File: src/rtl/cntr_prog_timer_if.sv
// Bus bundle for the programmable counter/timer: control inputs from user
// logic and the count/done/busy status returned by the timer.
interface cntr_prog_timer_if #(
   parameter int WIDTH   = 8,
   parameter int PRESC_W = 4
);
   logic               en;
   logic [WIDTH-1:0]   limit;
   logic               load;
   logic [PRESC_W-1:0] presc;
   logic               mode_dir;
   logic               mode_oneshot;
   logic               start;
   logic [WIDTH-1:0]   count;
   logic               done;
   logic               busy;

   modport master (
      output en, limit, load, presc, mode_dir, mode_oneshot, start,
      input  count, done, busy
   );

   modport slave (
      input  en, limit, load, presc, mode_dir, mode_oneshot, start,
      output count, done, busy
   );
endinterface

File: src/rtl/cntr_prog_timer.sv
// Programmable terminal-count counter/timer with prescaler, up/down
// direction, one-shot or auto-reload mode and a latched limit register.
module cntr_prog_timer #(
   parameter int WIDTH       = 8,
   parameter int PRESC_W     = 4,
   parameter int SYNC_STAGES = 2
) (
   input logic               clk,
   input logic               rst_n,
   cntr_prog_timer_if.slave  bus
);

   typedef enum logic [1:0] {
      ST_IDLE = 2'd0,
      ST_RUN  = 2'd1,
      ST_HOLD = 2'd2
   } state_t;

   state_t               state_q, state_d;
   logic [WIDTH-1:0]     count_q, count_d;
   logic                 done_q, done_d;
   logic [WIDTH-1:0]     limit_q, limit_d;
   logic [PRESC_W-1:0]   presc_cnt_q, presc_cnt_d;
   logic [PRESC_W-1:0]   presc_q, presc_d;
   logic                 dir_q, dir_d;
   logic                 oneshot_q, oneshot_d;
   logic [SYNC_STAGES-1:0] en_sync_q, en_sync_d;

   logic                 en_s;
   logic                 tick;
   logic                 terminal;

   assign en_s = en_sync_q[SYNC_STAGES-1];

   // Shift the asynchronous enable through the synchroniser chain.
   always_comb begin
      en_sync_d[0] = bus.en;
      for (int i = 1; i < SYNC_STAGES; i++) begin
         en_sync_d[i] = en_sync_q[i-1];
      end
   end

   // Tick and terminal detection for the currently running configuration.
   always_comb begin
      tick     = 1'b0;
      terminal = 1'b0;
      if (state_q == ST_RUN) begin
         tick = (presc_cnt_q == presc_q);
      end
      if (dir_q) begin
         terminal = (count_q == '0);
      end else begin
         terminal = (count_q >= limit_q);
      end
   end

   // Next-state logic: enable loss beats start, start beats counting.
   always_comb begin
      state_d     = state_q;
      count_d     = count_q;
      done_d      = 1'b0;
      limit_d     = limit_q;
      presc_cnt_d = presc_cnt_q;
      presc_d     = presc_q;
      dir_d       = dir_q;
      oneshot_d   = oneshot_q;

      if (bus.load) begin
         limit_d = bus.limit;
      end

      if (!en_s) begin
         state_d     = ST_IDLE;
         count_d     = '0;
         presc_cnt_d = '0;
      end else if (bus.start) begin
         state_d     = ST_RUN;
         presc_cnt_d = '0;
         dir_d       = bus.mode_dir;
         oneshot_d   = bus.mode_oneshot;
         presc_d     = bus.presc;
         count_d     = bus.mode_dir ? limit_q : '0;
      end else if (state_q == ST_RUN) begin
         if (tick) begin
            presc_cnt_d = '0;
            if (terminal) begin
               done_d = 1'b1;
               if (oneshot_q) begin
                  state_d = ST_HOLD;
               end else begin
                  count_d = dir_q ? limit_q : '0;
               end
            end else begin
               count_d = dir_q ? (count_q - WIDTH'(1)) : (count_q + WIDTH'(1));
            end
         end else begin
            presc_cnt_d = presc_cnt_q + PRESC_W'(1);
         end
      end
   end

   // State register with synchronous active-low reset.
   always_ff @(posedge clk) begin
      if (!rst_n) begin
         state_q     <= ST_IDLE;
         count_q     <= '0;
         done_q      <= 1'b0;
         limit_q     <= '0;
         presc_cnt_q <= '0;
         presc_q     <= '0;
         dir_q       <= 1'b0;
         oneshot_q   <= 1'b0;
         en_sync_q   <= '0;
      end else begin
         state_q     <= state_d;
         count_q     <= count_d;
         done_q      <= done_d;
         limit_q     <= limit_d;
         presc_cnt_q <= presc_cnt_d;
         presc_q     <= presc_d;
         dir_q       <= dir_d;
         oneshot_q   <= oneshot_d;
         en_sync_q   <= en_sync_d;
      end
   end

   assign bus.count = count_q;
   assign bus.done  = done_q;
   assign bus.busy  = (state_q == ST_RUN);

endmodule
File: src/flat_wrapper.sv
// flat-port wrapper written by rule: the top's interface ports become plain ports
module cntr_prog_timer_flat 
#(
   parameter int WIDTH       = 8,
   parameter int PRESC_W     = 4,
   parameter int SYNC_STAGES = 2
)
  (clk, rst_n, bus_en, bus_limit, bus_load, bus_presc, bus_mode_dir, bus_mode_oneshot, bus_start, bus_count, bus_done, bus_busy);
  cntr_prog_timer_if #(.WIDTH(WIDTH), .PRESC_W(PRESC_W)) bus_i ();
  input logic clk;
  input logic rst_n;
  input wire logic [$bits(bus_i.en)-1:0] bus_en;
  input wire logic [$bits(bus_i.limit)-1:0] bus_limit;
  input wire logic [$bits(bus_i.load)-1:0] bus_load;
  input wire logic [$bits(bus_i.presc)-1:0] bus_presc;
  input wire logic [$bits(bus_i.mode_dir)-1:0] bus_mode_dir;
  input wire logic [$bits(bus_i.mode_oneshot)-1:0] bus_mode_oneshot;
  input wire logic [$bits(bus_i.start)-1:0] bus_start;
  output wire logic [$bits(bus_i.count)-1:0] bus_count;
  output wire logic [$bits(bus_i.done)-1:0] bus_done;
  output wire logic [$bits(bus_i.busy)-1:0] bus_busy;
  assign bus_i.en = bus_en;
  assign bus_i.limit = bus_limit;
  assign bus_i.load = bus_load;
  assign bus_i.presc = bus_presc;
  assign bus_i.mode_dir = bus_mode_dir;
  assign bus_i.mode_oneshot = bus_mode_oneshot;
  assign bus_i.start = bus_start;
  assign bus_count = bus_i.count;
  assign bus_done = bus_i.done;
  assign bus_busy = bus_i.busy;
  cntr_prog_timer #(.WIDTH(WIDTH), .PRESC_W(PRESC_W), .SYNC_STAGES(SYNC_STAGES)) u_core (.clk(clk), .rst_n(rst_n), .bus(bus_i));
endmodule
File: config.mk
export PLATFORM = sky130hd
export DESIGN_NAME = cntr_prog_timer_flat
export DESIGN_NICKNAME = d
export VERILOG_FILES = /design/src/rtl/cntr_prog_timer_if.sv /design/src/rtl/cntr_prog_timer.sv /design/src/flat_wrapper.sv
export SDC_FILE = /design/constraint.sdc
export NUM_CORES = 1
export LEC_CHECK = 0
export ABC_AREA = 1
export CAP_MARGIN = 20
export CORE_MARGIN = 2
export CORE_UTILIZATION = 50
export CTS_CLUSTER_SIZE = 8
export DETAILED_ROUTE_END_ITERATION = 16
export PLACE_DENSITY = 0.8
export SYNTH_ARGS = -nofsm -noshare
export SYNTH_HDL_FRONTEND = slang
export SYNTH_SLANG_ARGS = --single-unit
export TNS_END_PERCENT = 5
File: constraint.sdc
create_clock -name clk -period 2.7 [get_ports clk]
set_input_delay 0.54 -clock clk [delete_from_list [all_inputs] [get_ports clk]]
set_output_delay 0.54 -clock clk [all_outputs]
set_load 0.02 [all_outputs]
Word level (Yosys, flattened, before mapping)
Index checks and enable logic that the tools add are counted.
{"block": "totals", "n_memories": 0, "ram_bits": 0, "elab_cells": 50, "ff_bits": 31, "latch_bits": 0, "output_inout_bits": 10, "romBits": 0, "inputBits": 19}
{"block": "op_classes", "shifts": 0, "n_eq_ne": 3, "multipliers": 0, "div_mod_pow": 0, "addsub": 3, "n_bitwise": 4, "n_lt_le_gt_ge": 1, "muxes": 17, "reduce_logical": 12}
{"cell": "$mux 8", "count": 8}
{"cell": "$add 8x1->8 const B", "count": 1}
{"cell": "$ge 8x8->1", "count": 1}
{"cell": "$logic_not 8->1", "count": 1}
{"cell": "$mux 1", "count": 8}
{"cell": "$reduce_and 4->1", "count": 2}
{"cell": "$reduce_bool 2->1", "count": 4}
{"cell": "$sub 8x1->8 const B", "count": 1}
{"cell": "$reduce_or 5->1", "count": 1}
{"cell": "$add 4x1->4 const B", "count": 1}
{"cell": "$eq 4x4->1", "count": 1}
{"cell": "$mux 4", "count": 1}
{"cell": "$not 1->1", "count": 4}
{"cell": "$reduce_and 2->1", "count": 2}
{"cell": "$ne 3x3->1 const B", "count": 1}
{"cell": "$reduce_and 3->1", "count": 1}
{"cell": "$reduce_or 3->1", "count": 1}
{"cell": "$eq 2x1->1 const B", "count": 1}

Longest topological paths before layout
Gate-level depths: netlist (run 1).
{"block": "logic_depth", "word_depth": 6, "depth_mapped": 16, "mapped_depth_nobuf": 16}

Least setup slack after synthesis (run 1)
No wires, ideal clock.
{"block": "synth_path", "kind": "register -> register", "from": "register u_core.dir_q", "to": "register u_core.count_q[6], in the netlist u_core.bus.count[6]", "setup_time_ns": 0.112, "setup_slack_ns": 0.658, "required_time_ns": 2.588, "stages_incl_launch_ff": 14, "t_arrival_ns": 1.930, "path_buffers": 1, "path_cell_list": "dfxtp_1 buf_2 inv_1 fa_1 o21ai_0 nand2_1 nand2_1 nand2_1 nand2_1 nand2_1 nand3_1 nand2_1 nor2_1 nor2_1"}
{"block": "synth_via", "elab_chain_len": 6}
{"element": "from (decl)", "line": "cntr_prog_timer.sv:25", "rtl": "logic dir_q, dir_d;"}
{"element": "from (signal assigned)", "line": "cntr_prog_timer.sv:121", "rtl": "dir_q <= dir_d;"}
{"element": "$mux 8", "line": "cntr_prog_timer.sv:91", "rtl": "count_d = dir_q ? limit_q : '0;"}
{"element": "$mux 8", "line": "cntr_prog_timer.sv:88", "rtl": "if (oneshot_q) begin"}
{"element": "$mux 8", "line": "cntr_prog_timer.sv:86", "rtl": "if (terminal) begin"}
{"element": "$mux 8", "line": "cntr_prog_timer.sv:84", "rtl": "if (tick) begin"}
{"element": "$mux 8", "line": "cntr_prog_timer.sv:83", "rtl": "end else if (state_q == ST_RUN) begin"}
{"element": "$mux 8", "line": "cntr_prog_timer.sv:76", "rtl": "end else if (bus.start) begin"}
{"element": "to (signal assigned)", "line": "cntr_prog_timer.sv:116", "rtl": "count_q <= count_d;"}
{"element": "to (decl)", "line": "cntr_prog_timer.sv:20", "rtl": "logic [WIDTH-1:0] count_q, count_d;"}
Several ways; a longest one is shown, not always the timed one. The select of a mux whose other input is x is not followed.
A chain may end at the register's enable or synchronous reset.

Worst setup path after layout (run 1)
Ends and elaborated chain as after synthesis.

==> flow_summary.html, run 1 <==
<table>
<tr><th>Metric</th><th>Value</th></tr>
<tr><th colspan="2">Status</th></tr>
<tr><td>Result of the run</td><td>finished with violations</td></tr>
<tr><td>Failing checks</td><td>DRC</td></tr>
<tr><th colspan="2">STA</th></tr>
<tr><td>Setup repair after global routing missed its margin</td><td>false</td></tr>
<tr><td>Relative slew slack</td><td>0.6823</td></tr>
<tr><td>Final Slew Violations</td><td>0</td></tr>
<tr><td>Skew final</td><td>0.01164 ns</td></tr>
<tr><td>Min Tclk post-route</td><td>2.023 ns</td></tr>
<tr><td>Worst Max-Slew Pin Slew</td><td>0.4736 ns</td></tr>
<tr><td>Final period utilization</td><td>0.7492</td></tr>
<tr><td>Final hold viol count</td><td>0</td></tr>
<tr><td>Maximum clock frequency</td><td>494.3 MHz</td></tr>
<tr><td>Post-route worst hold slack</td><td>0.4180 ns</td></tr>
<tr><td>Final total negative setup slack</td><td>0 ns</td></tr>
<tr><td>Final count of negative-setup-slack endpoints</td><td>0</td></tr>
<tr><td>Final worst slack</td><td>0.6771 ns</td></tr>
<tr><th colspan="2">Layout</th></tr>
<tr><td>Fraction of final layout cells sized beyond drive strength 1</td><td>0.08133</td></tr>
<tr><td>Most common cell after layout, fill and taps aside</td><td>sky130_fd_sc_hd__nand2_1</td></tr>
<tr><td>Signed area change from the synthesized netlist to the final layout</td><td>23.20%</td></tr>
<tr><td>Final cell utilization of the core</td><td>0.6568</td></tr>
<tr><td>Most frequent cells in the layout</td><td>78 x sky130_fd_sc_hd__nand2_1, 40 x sky130_fd_sc_hd__nor2_1, 34 x sky130_fd_sc_hd__inv_1</td></tr>
<tr><td>Final #Nets</td><td>366</td></tr>
<tr><td>Diodes inserted</td><td>0</td></tr>
<tr><th colspan="2">Logic synthesis</th></tr>
<tr><td>Number of synthesized flops with an enable pin</td><td>0</td></tr>
<tr><td>Number of register bits inferred by synthesis</td><td>31</td></tr>
<tr><td>Area share of the leading cell type in the synthesized netlist</td><td>0.3110</td></tr>
<tr><td>Synthesized netlist net count</td><td>332</td></tr>
<tr><td>Most area-consuming cells after synthesis</td><td>sky130_fd_sc_hd__dfxtp_1 31%, sky130_fd_sc_hd__nand2_1 15%, sky130_fd_sc_hd__ha_1 9.4%</td></tr>
<tr><td>Avg Synthesized Cell Area</td><td>6.719 µm²</td></tr>
<tr><td>Instance count of the mapped netlist</td><td>297</td></tr>
<tr><td>Number of different library cells in the post-synthesis netlist</td><td>28</td></tr>
<tr><td>Sequential element share of the synthesized area</td><td>0.3110</td></tr>
<tr><td>Number of warnings printed during yosys synthesis</td><td>0</td></tr>
<tr><td>Most common flop cell mapped by yosys</td><td>sky130_fd_sc_hd__dfxtp_1</td></tr>
<tr><td>Async set or reset register ratio after synthesis</td><td>0</td></tr>
<tr><td>Dominant cell type by area after synthesis</td><td>sky130_fd_sc_hd__dfxtp_1</td></tr>
<tr><td>Netlist area before placement</td><td>1996 µm²</td></tr>
<tr><th colspan="2">Critical path</th></tr>
<tr><td>Data arrival time of the critical path</td><td>2.22 ns</td></tr>
<tr><td>Library cell appearing most often on the critical path</td><td>sky130_fd_sc_hd__nand2_1</td></tr>
<tr><td>Worst stage delay on the critical path</td><td>0.52 ns</td></tr>
<tr><td>Kind of capture point of the worst setup path</td><td>flip-flop</td></tr>
<tr><td>Register-to-Register Setup Slack</td><td>0.68 ns</td></tr>
<tr><td>Start-to-end type of the worst setup path</td><td>flip-flop to flip-flop</td></tr>
<tr><td>Max FO, Critical Path</td><td>9</td></tr>
<tr><td>Worst EP required</td><td>2.89 ns</td></tr>
<tr><td>Reg-to-reg critical path endpoint</td><td>u_core.bus.count[6]</td></tr>
<tr><td>FF-to-FF Start</td><td>u_core.dir_q</td></tr>
<tr><td>Element type at the critical path start</td><td>flip-flop</td></tr>
<tr><td>Slowest library cell on the worst path</td><td>sky130_fd_sc_hd__dfxtp_1</td></tr>
<tr><td>Cell breakdown of the critical path</td><td>inv_1, fa_1, o21ai_0, nand2_1, nand2_1, nand2_1, nand2_1, nand2_1, nand3_1, nand2_1, nor2_1, nor2_1</td></tr>
<tr><td>Worst R2R Path Depth</td><td>12</td></tr>
<tr><th colspan="2">Clocking</th></tr>
<tr><td>Clock latency of the later-clocked register in the worst-skew pair</td><td>0.29 ns</td></tr>
<tr><td>Post-CTS repair timing setup buffer count</td><td>0</td></tr>
<tr><td>CTS buffer count</td><td>5</td></tr>
<tr><td>Clock sinks</td><td>31</td></tr>
<tr><td>CTS H-Tree Depth</td><td>2</td></tr>
<tr><td>Clock-pin transition on the worst setup and hold timing paths</td><td>0.07 ns</td></tr>
<tr><td>Hold-fix buffer count after cts</td><td>0</td></tr>
<tr><td>Total of cells resized after clock tree synthesis</td><td>0</td></tr>
<tr><td>CTS root buf</td><td>sky130_fd_sc_hd__clkbuf_8</td></tr>
<tr><td>CTS tree</td><td>yes</td></tr>
<tr><td>CTS max path bufs</td><td>2</td></tr>
<tr><th colspan="2">Global route</th></tr>
<tr><td>Total gr overflow</td><td>0</td></tr>
<tr><td>Met1 layer usage reported by global route</td><td>0.2988</td></tr>
<tr><td>Vias in the first global route</td><td>1568</td></tr>
<tr><td>Met2 Track Usage GR</td><td>0.3119</td></tr>
<tr><td>Number of antenna violations at the first check in global routing</td><td>0</td></tr>
<tr><td>Global-route wire length before repair</td><td>7162 µm</td></tr>
<tr><td>GRT Overall Usage</td><td>0.2085</td></tr>
<tr><td>Pin count of the biggest net entering global routing</td><td>20</td></tr>
<tr><td>Met3 capacity usage during global routing</td><td>0.04500</td></tr>
<tr><td>Most Used Layer, Global Route</td><td>met2</td></tr>
<tr><th colspan="2">Floorplanning</th></tr>
<tr><td>Full die area</td><td>4512 µm²</td></tr>
<tr><td>Die height</td><td>67.18 µm</td></tr>
<tr><td>Placeable core region</td><td>3744 µm²</td></tr>
<tr><td>Site row count</td><td>22</td></tr>
<tr><td>Top-level I/O count</td><td>29</td></tr>
<tr><td>Chip Width</td><td>67.18 µm</td></tr>
<tr><td>Starting utilization of the core area</td><td>0.5331</td></tr>
<tr><th colspan="2">Place</th></tr>
<tr><td>Half-perimeter wire length after detailed placement</td><td>3252 µm</td></tr>
<tr><td>Number of port buffers</td><td>28</td></tr>
<tr><td>Post-place setup slack</td><td>0.5465 ns</td></tr>
<tr><td>Final estimated routing congestion in global placement</td><td>0.8585</td></tr>
<tr><th colspan="2">Worst hold path</th></tr>
<tr><td>Cell depth of the worst hold path</td><td>2</td></tr>
<tr><td>Class of the worst hold path</td><td>flip-flop to flip-flop</td></tr>
<tr><td>Launch instance of the worst min-delay path</td><td>u_core.en_sync_q[0]</td></tr>
<tr><td>Worst-case hold path end point</td><td>u_core.en_sync_q[1]</td></tr>
<tr><th colspan="2">Drt</th></tr>
<tr><td>Final wirelength</td><td>4196 µm</td></tr>
<tr><td>DR DRC count</td><td>2</td></tr>
<tr><td>Routed via count</td><td>1945</td></tr>
<tr><td>Iter 0 DRT Violations</td><td>89</td></tr>
<tr><td>Via count normalized by instance count</td><td>5.118</td></tr>
<tr><td>First-pass iteration count of the detailed router</td><td>10</td></tr>
<tr><td>Count of antenna-violating nets left after detailed routing</td><td>0</td></tr>
<tr><td>Post-DR wirelength/cell</td><td>11.04 µm</td></tr>
<tr><th colspan="2">Power</th></tr>
<tr><td>Combinational share of power</td><td>0.156</td></tr>
<tr><td>Clock network fraction of total power</td><td>0.417</td></tr>
<tr><td>Net switching power of the design</td><td>0.2909 mW</td></tr>
<tr><td>Int Power</td><td>0.8476 mW</td></tr>
<tr><td>Sequential power share</td><td>0.427</td></tr>
<tr><td>Total power density per cell area</td><td>463.1 nW/µm²</td></tr>
<tr><td>Worst-case vdd ir drop</td><td>0.0002940 V</td></tr>
<tr><td>Switching part of the total</td><td>0.2555</td></tr>
<tr><td>Lkg Pwr</td><td>1.150 nW</td></tr>
<tr><th colspan="2">Job</th></tr>
<tr><td>MaxCap Viol Count</td><td>0</td></tr>
</table>
power groups by stage:
stage,combinational (mW),clock [mW],sequential [mW]
4_1_cts,0.177,0.479,0.485
2_1_floorplan,0.117,0,0.494
3_3_place_gp,0.173,0,0.495
5_1_grt,0.204,0.507,0.487
6_report,0.178,0.475,0.486
3_5_place_dp,0.176,0,0.496
cell type report:
class | instances | area (µm²)
timing repair buffer | 31 | 302.8
fill | 339 | 1285
clock buffer | 6 | 82.58
multi-input combinational | 223 | 1211
clock inverter | 2 | 35.03
inverter | 39 | 146.4
sequential | 31 | 620.6
tap | 48 | 60.06
state kept, by name, indices dropped and copies added (netlist names):
name and count:
u_core.en_sync_q 2, u_core.bus.count 8, u_core.bus.done 1, u_core.oneshot_q 1
u_core.dir_q 1, u_core.limit_q 8, u_core.state_q 2, u_core.presc_cnt_q 4
u_core.presc_q 4
Yosys cell counts, types with 3 or more instances:
cell	count
sky130_fd_sc_hd__ha_1	15
sky130_fd_sc_hd__nand3_1	29
sky130_fd_sc_hd__inv_1	34
sky130_fd_sc_hd__dfxtp_1	31
sky130_fd_sc_hd__nand2_1	78
sky130_fd_sc_hd__nor2_1	40
sky130_fd_sc_hd__xor2_1	4
sky130_fd_sc_hd__inv_2	4
sky130_fd_sc_hd__nand2_2	3
sky130_fd_sc_hd__a21oi_1	18
sky130_fd_sc_hd__nand3b_1	3
sky130_fd_sc_hd__xnor2_1	3
sky130_fd_sc_hd__o21ai_0	15
routing by layer:
metal	vias to the layer above	wire [µm]
met1	859	2117
met4	0	52
met2	61	1774
li1	1018	-
met5	-	0
met3	7	252
worst max-delay path by stage:
stage / from / to / slack, ns / cells past startpoint
2_1_floorplan: u_core.dir_q / u_core.bus.count[6] / 0.66 / 13
4_1_cts: u_core.dir_q / u_core.bus.count[6] / 0.69 / 12
6_report: u_core.dir_q / u_core.bus.count[6] / 0.68 / 12
3_5_place_dp: bus_start / u_core.bus.count[1] / 0.55 / 6
3_3_place_gp: bus_start / u_core.bus.count[1] / 0.55 / 6
5_1_grt: u_core.dir_q / u_core.bus.count[6] / 0.47 / 12
per-stage QoR:
step	cells	power, mW	cell area (µm²)
after floorplan	297	0.6112	1996
after global placement	372	0.6682	2341
after detailed placement	372	0.6719	2341
after CTS	380	1.142	2459
after global routing	380	1.198	2459
final	380	1.139	2459
worst max-delay path: cells and delay by family, from the launching register on:
family / cells / cell delay, ns
simple gates: 9 / 0.58
buf+inv: 1 / 0.12
compound gates: 1 / 0.28
flops: 1 / 0.52
fa+ha+maj: 1 / 0.42
logic make-up (layout without fill, tap and decap cells):
kind of cell	Yosys count	after routing	share of synthesized area
simple gates	163	163	0.3655
compound gates	37	37	0.1066
buf+inv	43	78	0.08213
xor+xnor	7	7	0.03072
fa+ha+maj	16	16	0.1041
flops	31	31	0.3110
Power figures use the tool's default switching activity.
==> inputs of run 2 (changes only) <==
--- a/config.mk
+++ b/config.mk
@@ -8,10 +8,10 @@
 export ABC_AREA = 1
 export CAP_MARGIN = 20
 export CORE_MARGIN = 2
-export CORE_UTILIZATION = 50
+export CORE_UTILIZATION = 49
 export CTS_CLUSTER_SIZE = 8
 export DETAILED_ROUTE_END_ITERATION = 16
-export PLACE_DENSITY = 0.8
+export PLACE_DENSITY = 0.82
 export SYNTH_ARGS = -nofsm -noshare
 export SYNTH_HDL_FRONTEND = slang
 export SYNTH_SLANG_ARGS = --single-unit
==> constraint.sdc (replaced) <==
create_clock -name clk -period 1.7 [get_ports clk]
set_input_delay 0.34 -clock clk [delete_from_list [all_inputs] [get_ports clk]]
set_output_delay 0.34 -clock clk [all_outputs]
set_load 0.02 [all_outputs]
==> run 2 against run 1 <==
Effect of this change: the flow finishes with violations (setup timing); setup slack got worse by 0.73 ns; global-route usage about the same; first-iteration DRC count decreased by 17%; flip-flop and latch count unchanged; maximum frequency increased by 15%; register-to-register slack got worse by 0.73 ns; routed wire length increased by 8.8%; sequential share of layout area decreased by 1.5 points.
==> flow_summary.html, run 2 (synthesis gave the netlist of run 1 again) <==
<table>
<tr><th>Metric</th><th>Value</th></tr>
<tr><th colspan="2">Global route</th></tr>
<tr><td>Total gr overflow</td><td>0 (unchanged)</td></tr>
<tr><td>Vias in the first global route</td><td>1627 (+3.8%)</td></tr>
<tr><td>Global-route wire length before repair</td><td>7258 µm (+1.3%)</td></tr>
<tr><td>Number of antenna violations at the first check in global routing</td><td>0 (unchanged)</td></tr>
<tr><td>Pin count of the biggest net entering global routing</td><td>20 (unchanged)</td></tr>
<tr><td>GRT Overall Usage</td><td>0.2082 (-0.0002624)</td></tr>
<tr><th colspan="2">Floorplanning</th></tr>
<tr><td>Chip Width</td><td>67.82 µm (+0.96%)</td></tr>
<tr><td>Full die area</td><td>4600 µm² (+1.9%)</td></tr>
<tr><td>Die height</td><td>67.82 µm (+0.96%)</td></tr>
<tr><td>Placeable core region</td><td>3971 µm² (+6.1%)</td></tr>
<tr><td>Top-level I/O count</td><td>29 (unchanged)</td></tr>
<tr><td>Starting utilization of the core area</td><td>0.5025 (-0.03057)</td></tr>
<tr><td>Site row count</td><td>23 (+4.5%)</td></tr>
<tr><th colspan="2">Clocking</th></tr>
<tr><td>Clock sinks</td><td>31 (unchanged)</td></tr>
<tr><td>Clock latency of the later-clocked register in the worst-skew pair</td><td>0.28 ns (about the same)</td></tr>
<tr><td>CTS tree</td><td>yes</td></tr>
<tr><td>CTS H-Tree Depth</td><td>2 (unchanged)</td></tr>
<tr><td>CTS root buf</td><td>sky130_fd_sc_hd__clkbuf_8</td></tr>
<tr><td>CTS buffer count</td><td>5 (unchanged)</td></tr>
<tr><td>CTS max path bufs</td><td>2 (unchanged)</td></tr>
<tr><td>Clock-pin transition on the worst setup and hold timing paths</td><td>0.07 ns (about the same)</td></tr>
<tr><th colspan="2">Place</th></tr>
<tr><td>Number of port buffers</td><td>28 (unchanged)</td></tr>
<tr><td>Placed cells</td><td>386 (+3.8%)</td></tr>
<tr><td>Final estimated routing congestion in global placement</td><td>0.8593 (about the same)</td></tr>
<tr><td>Half-perimeter wire length after detailed placement</td><td>3390 µm (+4.2%)</td></tr>
<tr><td>Post-place setup slack</td><td>-0.03270 ns (-0.5792 ns)</td></tr>
<tr><td>Placement-stage cell area</td><td>2469 µm² (+5.5%)</td></tr>
<tr><th colspan="2">STA</th></tr>
<tr><td>Final period utilization</td><td>1.031 (+0.2814)</td></tr>
<tr><td>Skew final</td><td>0.004351 ns (-0.007291 ns)</td></tr>
<tr><td>Final total negative setup slack</td><td>-0.2779 ns (-0.2779 ns)</td></tr>
<tr><td>Post-route worst hold slack</td><td>0.4124 ns (-0.005560 ns)</td></tr>
<tr><td>Final worst slack</td><td>-0.05212 ns (-0.7292 ns)</td></tr>
<tr><td>Maximum clock frequency</td><td>570.7 MHz (+15%)</td></tr>
<tr><td>Final hold viol count</td><td>0 (unchanged)</td></tr>
<tr><td>Setup repair after global routing missed its margin</td><td>true</td></tr>
<tr><td>Min Tclk post-route</td><td>1.752 ns (-0.2708 ns)</td></tr>
<tr><td>Worst Max-Slew Pin Slew</td><td>0.3693 ns (-0.1043 ns)</td></tr>
<tr><td>Final count of negative-setup-slack endpoints</td><td>8 (+8)</td></tr>
<tr><td>Final Slew Violations</td><td>0 (unchanged)</td></tr>
<tr><td>Relative slew slack</td><td>0.7530 (+0.07066)</td></tr>
<tr><th colspan="2">Status</th></tr>
<tr><td>Failing checks</td><td>setup timing</td></tr>
<tr><td>Result of the run</td><td>finished with violations</td></tr>
<tr><th colspan="2">Drt</th></tr>
<tr><td>Top layer reached by signal wires</td><td>met4</td></tr>
<tr><td>Routed via count</td><td>1981 (+1.9%)</td></tr>
<tr><td>DR DRC count</td><td>0 (-2)</td></tr>
<tr><td>Count of antenna-violating nets left after detailed routing</td><td>0 (unchanged)</td></tr>
<tr><td>Detailed route wirelength on metal3</td><td>316 µm (+25%)</td></tr>
<tr><td>Post-route met1 wirelength</td><td>2151 µm (+1.6%)</td></tr>
<tr><td>Final wirelength</td><td>4565 µm (+8.8%)</td></tr>
<tr><td>First-pass iteration count of the detailed router</td><td>4 (-6)</td></tr>
<tr><td>Post-DR wirelength/cell</td><td>11.44 µm (+3.6%)</td></tr>
<tr><td>Met2 Wirelength</td><td>2030 µm (+14%)</td></tr>
<tr><td>Iter 0 DRT Violations</td><td>74 (-17%)</td></tr>
<tr><td>Via count normalized by instance count</td><td>4.965 (-3.0%)</td></tr>
<tr><th colspan="2">Critical path</th></tr>
<tr><td>Worst EP required</td><td>1.92 ns (-0.97 ns)</td></tr>
<tr><td>Launching instance or port of the critical path</td><td>u_core.limit_q[2]</td></tr>
<tr><td>Element type at the critical path start</td><td>flip-flop</td></tr>
<tr><td>Data arrival time of the critical path</td><td>1.97 ns (-0.25 ns)</td></tr>
<tr><td>Register-to-Register Setup Slack</td><td>-0.05 ns (-0.73 ns)</td></tr>
<tr><td>Kind of capture point of the worst setup path</td><td>flip-flop</td></tr>
<tr><td>Reg-to-reg critical path endpoint</td><td>u_core.bus.count[1]</td></tr>
<tr><td>Start-to-end type of the worst setup path</td><td>flip-flop to flip-flop</td></tr>
<tr><td>FF-to-FF Start</td><td>u_core.limit_q[2]</td></tr>
<tr><td>Worst R2R Path Depth</td><td>12 (unchanged)</td></tr>
<tr><td>Max FO, Critical Path</td><td>8 (-1)</td></tr>
<tr><td>Termination of the worst setup path</td><td>u_core.bus.count[1]</td></tr>
<tr><th colspan="2">Layout</th></tr>
<tr><td>Fraction of final layout cells sized beyond drive strength 1</td><td>0.1605 (+0.07913)</td></tr>
<tr><td>Final #Nets</td><td>383 (+4.6%)</td></tr>
<tr><td>FILL cells</td><td>323 (-4.7%)</td></tr>
<tr><td>Most common cell after layout, fill and taps aside</td><td>sky130_fd_sc_hd__nand2_1</td></tr>
<tr><td>Signed area change from the synthesized netlist to the final layout</td><td>32.29%</td></tr>
<tr><td>Filler-free cell count of the finished design</td><td>399 (+5.0%)</td></tr>
<tr><td>Diodes inserted</td><td>0 (unchanged)</td></tr>
<tr><td>Final cell utilization of the core</td><td>0.6648 (+0.008025)</td></tr>
<tr><td>Area of all placed cells without fillers</td><td>2640 µm² (+7.4%)</td></tr>
<tr><td>Most frequent cells in the layout</td><td>77 x sky130_fd_sc_hd__nand2_1, 38 x sky130_fd_sc_hd__nor2_1, 32 x sky130_fd_sc_hd__inv_1</td></tr>
<tr><th colspan="2">Worst hold path</th></tr>
<tr><td>Class of the worst hold path</td><td>flip-flop to flip-flop</td></tr>
<tr><th colspan="2">Power</th></tr>
<tr><td>Lkg Pwr</td><td>1.325 nW (+15%)</td></tr>
<tr><td>Post-route total power</td><td>1.761 mW (+55%)</td></tr>
<tr><td>Total power density per cell area</td><td>667.0 nW/µm² (+44%)</td></tr>
<tr><td>Worst-case vdd ir drop</td><td>0.0006124 V (+110%)</td></tr>
<tr><th colspan="2">Job</th></tr>
<tr><td>MaxCap Viol Count</td><td>0 (unchanged)</td></tr>
</table>
-- run 2: cell count changes in the layout (fill, tap and decap cells not counted), sizes merged --
cell	change
clkinv	-1
dlygate4sd2	+3
clkdlybuf4s50	-7
bufinv	-1
clkinvlp	+1
buf	+17
clkbuf	+1
dlymetal6s2s	+4
-- run 2: area by class of cell --
cell class / instances / area, µm² / share of cell area
clock buffers: 7 / 96.34 / 0.03649
clock inverters: 1 / 7.507 / 0.002844
inverters: 39 / 148.9 / 0.05640
multi-input cells: 223 / 1247 / 0.4725
flip-flops and latches: 31 / 628.1 / 0.2379
well taps: 50 / 62.56 / 0.02370
repair buffers: 48 / 449.2 / 0.1701
-- run 2: power breakdown --
part | switching (mW) | total, mW | internal [mW]
Sequential | 0.0204 | 0.770 | 0.750
Clock | 0.281 | 0.649 | 0.368
Combinational | 0.182 | 0.342 | 0.160
-- run 2: worst max-delay path, stage by stage, from the launching register on --
cell and delay [ns]:
sky130_fd_sc_hd__dfxtp_1 0.38, sky130_fd_sc_hd__inv_1 0.07, sky130_fd_sc_hd__ha_1 0.27, sky130_fd_sc_hd__nand2_1 0.05, sky130_fd_sc_hd__inv_1 0.04, sky130_fd_sc_hd__nand2_1 0.04
sky130_fd_sc_hd__nand2_1 0.06, sky130_fd_sc_hd__nand2_2 0.06, sky130_fd_sc_hd__nand2_4 0.12, sky130_fd_sc_hd__nand3_4 0.11, sky130_fd_sc_hd__a21oi_4 0.29, sky130_fd_sc_hd__nor2_1 0.09
sky130_fd_sc_hd__nor2_1 0.09
-- run 2: worst min path at each step --
stage	from	end	cells after the start	slack, ns
final	u_core.en_sync_q[0]	u_core.en_sync_q[1]	2	0.41
after global routing	u_core.en_sync_q[0]	u_core.en_sync_q[1]	2	0.44
after CTS	u_core.en_sync_q[0]	u_core.en_sync_q[1]	2	0.42
after detailed placement	u_core.en_sync_q[0]	u_core.en_sync_q[1]	2	0.40
after global placement	u_core.en_sync_q[0]	u_core.en_sync_q[1]	2	0.39
after floorplan	u_core.en_sync_q[0]	u_core.en_sync_q[1]	2	0.39
-- run 2: repair_timing --
item                                    in CTS  in global routing
pin swaps                                    4                  8
setup buffers                                0                  5
hold buffers                                 0                  0
resized for setup                            5                 10
endpoints found under the setup margin      11                 15
hold endpoints to repair                     0                  0
-- run 2: per-layer routing --
| layer | GRT usage | up-vias |
|---|---|---|
| met5 | 0 | - |
| met4 | 0.06500 | 0 |
| li1 | - | 1053 |
| met2 | 0.3137 | 67 |
| met1 | 0.2953 | 853 |
| met3 | 0.04770 | 8 |
